### src/rtl/multicycle_ctrl.sv
// Multicycle MIPS control FSM: sequences fetch/decode/execute/mem/writeback
// for add, sub, and, or, slt, lw, sw, beq with a memory-ack timeout.
// Ports:
//   clk, rst_n          clock, async active-low reset
//   instr, zero         IR contents, ALU zero flag
//   mem_ack             memory handshake (only meaningful while mem_req=1)
//   mem_req, mem_we     memory request and write qualifier
//   iord                memory address select (0 PC, 1 ALUOut)
//   ir_write, pc_write  IR and PC load strobes
//   pc_src              PC source (00 ALU, 01 ALUOut)
//   alu_src_a/b, alu_op ALU operand selects and operation
//   reg_write, reg_dst  register file write enable and destination select
//   mem_to_reg          writeback source (0 ALUOut, 1 MDR)
//   state, illegal      debug state and error flag
module multicycle_ctrl #(
    parameter int MEM_TIMEOUT = 15
) (
    input  logic        clk,
    input  logic        rst_n,
    input  logic [31:0] instr,
    input  logic        zero,
    input  logic        mem_ack,
    output logic        mem_req,
    output logic        mem_we,
    output logic        iord,
    output logic        ir_write,
    output logic        pc_write,
    output logic [1:0]  pc_src,
    output logic        alu_src_a,
    output logic [1:0]  alu_src_b,
    output logic [2:0]  alu_op,
    output logic        reg_write,
    output logic        reg_dst,
    output logic        mem_to_reg,
    output logic [3:0]  state,
    output logic        illegal
);

    localparam int CW = $clog2(MEM_TIMEOUT + 1);
    localparam logic [CW-1:0] LIMIT = CW'(MEM_TIMEOUT - 1);

    localparam logic [5:0] OP_R   = 6'b000000;
    localparam logic [5:0] OP_LW  = 6'b100011;
    localparam logic [5:0] OP_SW  = 6'b101011;
    localparam logic [5:0] OP_BEQ = 6'b000100;

    typedef enum logic [3:0] {
        S_FETCH     = 4'd0,
        S_DECODE    = 4'd1,
        S_MEM_ADDR  = 4'd2,
        S_MEM_READ  = 4'd3,
        S_LW_WB     = 4'd4,
        S_MEM_WRITE = 4'd5,
        S_R_EXEC    = 4'd6,
        S_R_WB      = 4'd7,
        S_BRANCH    = 4'd8,
        S_ERROR     = 4'd15
    } state_t;

    state_t        state_q, state_d;
    logic [CW-1:0] wait_cnt_q, wait_cnt_d;

    logic [5:0] op;
    logic [5:0] funct;
    logic       r_legal;
    logic       waiting;
    logic       timeout;
    logic       unused_bits;

    assign op    = instr[31:26];
    assign funct = instr[5:0];
    assign unused_bits = ^instr[25:6];

    assign r_legal = (op == OP_R) &&
                     (funct == 6'b100000 || funct == 6'b100010 ||
                      funct == 6'b100100 || funct == 6'b100101 ||
                      funct == 6'b101010);

    assign waiting = (state_q == S_FETCH) || (state_q == S_MEM_READ) ||
                     (state_q == S_MEM_WRITE);
    // ack wins over timeout when both land in the same cycle
    assign timeout = waiting && !mem_ack && (wait_cnt_q == LIMIT);

    always_ff @(posedge clk or negedge rst_n) begin
        if (!rst_n) begin
            state_q    <= S_FETCH;
            wait_cnt_q <= '0;
        end else begin
            state_q    <= state_d;
            wait_cnt_q <= wait_cnt_d;
        end
    end

    always_comb begin
        state_d = state_q;
        case (state_q)
            S_FETCH: begin
                if (mem_ack)      state_d = S_DECODE;
                else if (timeout) state_d = S_ERROR;
            end
            S_DECODE: begin
                if (r_legal)                         state_d = S_R_EXEC;
                else if (op == OP_LW || op == OP_SW) state_d = S_MEM_ADDR;
                else if (op == OP_BEQ)               state_d = S_BRANCH;
                else                                 state_d = S_ERROR;
            end
            S_MEM_ADDR:  state_d = (op == OP_LW) ? S_MEM_READ : S_MEM_WRITE;
            S_MEM_READ: begin
                if (mem_ack)      state_d = S_LW_WB;
                else if (timeout) state_d = S_ERROR;
            end
            S_LW_WB:     state_d = S_FETCH;
            S_MEM_WRITE: begin
                if (mem_ack)      state_d = S_FETCH;
                else if (timeout) state_d = S_ERROR;
            end
            S_R_EXEC:    state_d = S_R_WB;
            S_R_WB:      state_d = S_FETCH;
            S_BRANCH:    state_d = S_FETCH;
            S_ERROR:     state_d = S_ERROR;
            default:     state_d = S_ERROR;
        endcase
    end

    // Any state change clears the counter, covering entry to each wait state
    always_comb begin
        wait_cnt_d = wait_cnt_q;
        if (state_d != state_q)
            wait_cnt_d = '0;
        else if (waiting && !mem_ack)
            wait_cnt_d = wait_cnt_q + CW'(1);
    end

    always_comb begin
        mem_req    = 1'b0;
        mem_we     = 1'b0;
        iord       = 1'b0;
        ir_write   = 1'b0;
        pc_write   = 1'b0;
        pc_src     = 2'b00;
        alu_src_a  = 1'b0;
        alu_src_b  = 2'b00;
        alu_op     = 3'b000;
        reg_write  = 1'b0;
        reg_dst    = 1'b0;
        mem_to_reg = 1'b0;
        state      = 4'd0;
        illegal    = 1'b0;
        if (rst_n) begin
            state = state_q;
            case (state_q)
                S_FETCH: begin
                    mem_req   = 1'b1;
                    alu_src_b = 2'b01;
                    ir_write  = mem_ack;
                    pc_write  = mem_ack;
                end
                S_DECODE:   alu_src_b = 2'b11;
                S_MEM_ADDR: begin
                    alu_src_a = 1'b1;
                    alu_src_b = 2'b10;
                end
                S_MEM_READ: begin
                    mem_req = 1'b1;
                    iord    = 1'b1;
                end
                S_LW_WB: begin
                    reg_write  = 1'b1;
                    mem_to_reg = 1'b1;
                end
                S_MEM_WRITE: begin
                    mem_req = 1'b1;
                    mem_we  = 1'b1;
                    iord    = 1'b1;
                end
                S_R_EXEC: begin
                    alu_src_a = 1'b1;
                    case (funct)
                        6'b100010: alu_op = 3'b001;
                        6'b100100: alu_op = 3'b010;
                        6'b100101: alu_op = 3'b011;
                        6'b101010: alu_op = 3'b100;
                        default:   alu_op = 3'b000;
                    endcase
                end
                S_R_WB: begin
                    reg_write = 1'b1;
                    reg_dst   = 1'b1;
                end
                S_BRANCH: begin
                    alu_src_a = 1'b1;
                    alu_op    = 3'b001;
                    pc_src    = 2'b01;
                    pc_write  = zero;
                end
                S_ERROR:  illegal = 1'b1;
                default:  illegal = 1'b1;
            endcase
        end
    end

endmodule

### config.mk
export PLATFORM = sky130hd
export DESIGN_NAME = multicycle_ctrl
export DESIGN_NICKNAME = d
export VERILOG_FILES = /design/src/rtl/multicycle_ctrl.sv
export SDC_FILE = /design/constraint.sdc
export NUM_CORES = 1
export LEC_CHECK = 0
export CAP_MARGIN = 20
export CORE_AREA = 3 3 68 45
export DETAILED_ROUTE_END_ITERATION = 8
export DIE_AREA = 0 0 71 48
export PLACE_DENSITY = 0.84
export SLEW_MARGIN = 5
export SYNTH_ARGS = -nofsm -noshare
export SYNTH_HDL_FRONTEND = slang
export SYNTH_SLANG_ARGS = --single-unit
### constraint.sdc
create_clock -name clk -period 5.86 [get_ports clk]
set_input_delay 1.172 -clock clk [delete_from_list [all_inputs] [get_ports clk]]
set_output_delay 1.172 -clock clk [all_outputs]
set_load 0.05 [all_outputs]
[Yosys cells after proc, flatten, opt, wreduce, memory -nomap -nowiden]
Index checks and enable logic that the tools add are counted.
Storage, ports and cells
  flip-flop bits (word level): 8
  output and inout port bits: 21
  word-level logic and storage cells: 80
Operators by class
  $add $sub $neg: 1
  equality and inequality tests: 18
  muxes and demuxes: 39
  reduce and logical (&&, ||, !) cells: 20
Operators with widths (count)
  $eq A6 B6 Y1 const B: 7
  $mux W4: 9
  $pmux W4 S7: 1
  $mux W1: 21
  $eq A4 B3 Y1 const B: 4
  $pmux W3 S4: 1
  $mux W3: 3
  $reduce_or A3 Y1: 3
  $reduce_or A9 Y1: 1
  $eq A4 B2 Y1 const B: 2
  $eq A4 B4 Y1 const B: 2
  $logic_or A1 B1 Y1: 7
  $eq A6 B3 Y1 const B: 1
  $logic_not A6 Y1: 1
  $pmux W2 S3: 1
  $pmux W3 S2: 1
  $add A4 B1 Y4 const B: 1
  $eq A4 B1 Y1 const B: 1
  $logic_not A4 Y1: 1
  $ne A4 B4 Y1: 1
  $reduce_or A2 Y1: 2
  $logic_and A1 B1 Y1: 3
  $mux W2: 1
  $pmux W1 S2: 1
  2 further kinds: 2

[Longest topological paths before layout]
  word-level depth: 10
  mapped depth: 7
  mapped depth without buffers: 7

[Least setup slack after synthesis]
Ideal clock, no wire load.
  path kind: in2out
  start point: in instr[5]
  end point: out alu_op[1]
  data arrival time: 3.179 ns
  required time: 4.688 ns
  slack: 1.509 ns
  stages: 3
  cells stage by stage: nor2b_1 -> nand4_1 -> nor4b_1
On the way
  cells in the longest elaborated chain, start to end: 4
  elaborated cells on any way between the ends: 7
  classes of those cells: eq/ne: 4; mux: 3
Ends and longest elaborated chain
  start: declaration: line 20  | input logic [31:0] instr,
  $eq A6 B6 Y1: line 178  | case (funct)
  $pmux W3 S4 (*): line 178
  $pmux W3 S2 (*): line 151  | case (state_q)
  $mux W3 (*): line 149  | if (rst_n) begin
  end: declaration: line 31  | output logic [2:0] alu_op,
Every way passes the cells marked *; elsewhere a longest branch is shown, timed or not.

[Worst setup path in the final report]
  start point: in rst_n
  end point: out alu_op[1]
On the way
  cells in the longest elaborated chain, start to end: 1
Ends and longest elaborated chain
  start: declaration: line 19  | input logic rst_n,
  $mux W3: line 149
No other way between the ends.

==> impl_metrics.csv <==
group,metric,value,unit
route,routedWlPerCell,14.8,um
logic_synthesis,async_flop_share,100,%
sta,finalSetupViolCount,0,
route,ant_nets,0,
worst_setup_path,reg2reg_depth,5,
worst_setup_path,cp_max_fo,17,
sta,clock_skew,0.00252,ns
logic_synthesis,yosysSeqAreaShare,19.4,%
logic_synthesis,syn_area,0.00103,sq mm
worst_setup_path,worstSetupPathType,"input pin to output port",
route,drt_iter0_drc,90,
logic_synthesis,synth_adder_area_share,2.43,%
floorplanning,pin_count,57,
floorplanning,core_area,0.00245,sq mm
hold_path,hold_class,"flip-flop to flip-flop",
global_route,grt.overflow.total,0,
global_route,grt_use_total,19.2,%
worst_setup_path,worstPathArrival,3.52,ns
power,p_switching,0.294,mW
layout,antenna_cells,0,
global_route,grt_pass1_vias,1071,
placement,post-dp-hpwl,2.41,mm
worst_setup_path,worstReg2RegStart,"state_q[1]",
layout,fin_nets,212,
power,p_comb_share,61.2,%
cts,cts_root_buf,"clkbuf_8",
route,vias,1185,
route,dr.pass1.iters,4,
hold_path,holdPathEnd,"wait_cnt_q[3]",
cts,cts_buffers,3,
hold_path,hold_depth,2,
logic_synthesis,syn-num-nets,181,
logic_synthesis,synthSimpleGateAreaFrac,40.0,%
route,route.detailed.drc,0,
cts,cts.reportedPaths.clkPinSlew,0.04,ns
logic_synthesis,avgSynthCellArea,7.20,sq um
cts,clockBufferDepth,2,
cts,cts-resized-gates,0,
floorplanning,die_w,71,um
power,cellInternalPower,0.241,mW
logic_synthesis,ys_warn_count,0,
layout,syn_to_final_growth,38.5,%
logic_synthesis,ys_seq_elements,8,
power,leakagePower,0.537,nW
sta,tightest_slew,0.715,ns
logic_synthesis,synth-edff-count,0,
layout,drive_above_1_share,5.81,%
sta,post-route-min-period,4.69,ns
sta,maxSlewViolCount,0,
power,ir_drop,0.213,mV
logic_synthesis,synth_compound_area_share,26.9,%
flow_run,maxCapViolations,0,
logic_synthesis,synth_top_family_by_area,"simple AND/OR/NAND/NOR gates",
power,p_sw_share,54.9,%
route,wirelength,3.03,mm
power,powerDensity,375,mW/mm^2
floorplanning,dieArea,0.00341,sq mm
route,via_per_inst,5.81,
logic_synthesis,ys.flop_type,"dfrtp_1",
logic_synthesis,synth-xor-area-share,3.40,%
placement,io_buffers,35,
logic_synthesis,netlist_instances,143,
cts,postCtsHoldBufs,0,
cts,cts_tree,"done",
worst_setup_path,critPathRequiredTime,4.69,ns
power,p_clk_share,11.7,%
logic_synthesis,yosysUniqueCellTypes,48,
logic_synthesis,yosys.area.top_type,"dfrtp_1",
sta,maxSlewHeadroom,52.4,%
status,status,"finished clean",
global_route,grt_pass1_wl,5.13,mm
floorplanning,die_height,48,um
sta,period_share,80.1,%
cts,htreeDepth,1,
sta,hold_violations,0,
global_route,antenna_found_initial,0,
sta,timing.final.ws_setup,1.17,ns
worst_setup_path,r2r_slack,3.56,ns
logic_synthesis,muxShareOfSynthArea,1.94,%
cts,clock_sinks,8,
power,pwr-share-seq,27.1,%
sta,fin_tns_setup,0,ns
sta,rsz0062_at_grt,"no",
worst_setup_path,reg2reg_to,"wait_cnt_q[3]",
sta,fmaxAchievable,213,MHz
placement,pre_cts_ws,1.19,ns
cts,cts_setup_buffers,0,
floorplanning,initial_core_util,42.0,%
logic_synthesis,yosys-top-cells-area,"dfrtp_1 19%, nor2_1 7.7%, o21ai_0 5.3%",
worst_setup_path,endpoint_kind,"output port",
worst_setup_path,cp-start-kind,"input pin",
layout,fillers,227,
placement,place.gp.congestion,0.876,
cts,clk_latency,0.22,ns
logic_synthesis,synth_top_cell_area_share,19.4,%
global_route,grt_max_degree,24,
hold_path,worstHoldStart,"wait_cnt_q[3]",
floorplanning,rows,14,
-- worst max path at each step --
| stage | from | endpoint | slack (ns) | cells after the start |
|---|---|---|---|---|
| 6_report | rst_n | alu_op[1] | 1.17 | 6 |
| 5_1_grt | rst_n | alu_op[2] | 1.0 | 6 |
| 4_1_cts | rst_n | alu_op[1] | 1.17 | 6 |
| 3_5_place_dp | rst_n | alu_op[1] | 1.19 | 6 |
| 3_3_place_gp | rst_n | alu_op[1] | 1.20 | 6 |
| 2_1_floorplan | instr[5] | alu_op[1] | 1.51 | 3 |
-- power groups by stage --
stage | Combinational (mW) | Clock [mW] | Sequential [mW]
after floorplan | 0.291 | 0 | 0.0809
after global placement | 0.317 | 0 | 0.138
after detailed placement | 0.326 | 0 | 0.144
after CTS | 0.327 | 0.0654 | 0.143
after global routing | 0.358 | 0.0687 | 0.153
final | 0.327 | 0.0628 | 0.145
-- cell type report --
cell class / count / area [sq um] / share of cell area [%]
Clock buffer: 3 / 41.3 / 2.89
Inverter: 4 / 15.0 / 1.05
Multi-Input combinational cell: 121 / 772 / 54.1
Sequential cell: 8 / 200 / 14.0
Tap cell: 32 / 40.0 / 2.81
Timing Repair Buffer: 36 / 358 / 25.1
-- flip-flops by register name (all words and copies together) (netlist names) --
| signal | cells |
|---|---|
| wait_cnt_q | 4 |
| state_q | 4 |
-- through the flow --
step | std cells | hold slack [ns] | util, % | area (sq um) | power (mW)
after detailed placement | 201 | 0.608 | 56.5 | 1390 | 0.469
after global routing | 204 | 0.640 | 58.2 | 1430 | 0.580
after CTS | 204 | 0.613 | 58.2 | 1430 | 0.534
after floorplan | 143 | 0.569 | - | 1030 | 0.372
after global placement | 201 | 0.601 | 56.5 | 1390 | 0.455
final | 204 | 0.618 | 58.2 | 1430 | 0.535
-- cell usage in the layout, fill, tap and decap left out, types with 2 or more instances in the layout --
cell type / synthesis / routed
nor2_1: 21 / 21
and2_1: 4 / 4
clkbuf_8: 0 / 3
nand4_1: 3 / 3
o211ai_1: 2 / 2
inv_1: 4 / 4
nor3b_1: 3 / 3
nor4b_1: 2 / 2
o21ai_0: 11 / 11
xnor2_1: 3 / 3
nand3_1: 2 / 2
and3_1: 3 / 3
ha_1: 2 / 2
a211oi_1: 5 / 5
nor4_1: 2 / 2
nor3_1: 5 / 5
nand2b_1: 3 / 3
a21oi_1: 8 / 8
nor2b_1: 6 / 6
nand2_1: 9 / 9
clkdlybuf4s50_1: 0 / 35
a21o_1: 3 / 3
mux2i_1: 2 / 2
dfrtp_1: 8 / 8
-- cells by family (layout without fill, tap and decap cells) --
| group | after synthesis | in the layout |
|---|---|---|
| AOI/OAI and AO/OA | 40 | 40 |
| xor gates and xnor gates | 4 | 4 |
| adders and majority gates | 2 | 2 |
| buffers and inverters | 14 | 43 |
| DFF | 8 | 8 |
| muxes | 2 | 2 |
| other | 1 | 1 |
| and+or+nand+nor | 72 | 72 |
-- per-layer routing --
metal | global-route usage (%) | part of all wire (%)
met5 | 0 | 0
met4 | 0.375 | 0
met3 | 4.19 | 7.9
met2 | 33.7 | 46
met1 | 26.1 | 46
-- worst max-delay path, cell delays in order --
cell and delay, ns:
clkdlybuf4s50_1 0.46, buf_4 0.22, nor2b_1 0.26, nand4_1 0.18, nor4b_1 0.37, clkdlybuf4s50_1 0.87
-- cell usage after synthesis (all sizes together), types with 4 or more instances --
| library cell | count |
|---|---|
| nor2 | 21 |
| o21ai | 11 |
| nand2 | 9 |
| a21oi | 8 |
| dfrtp | 8 |
| clkbuf | 6 |
| nor2b | 6 |
| a211oi | 5 |
| nor3 | 5 |
| and2 | 4 |
| buf | 4 |
| inv | 4 |
Note: power is estimated with default switching activity, not from simulation.
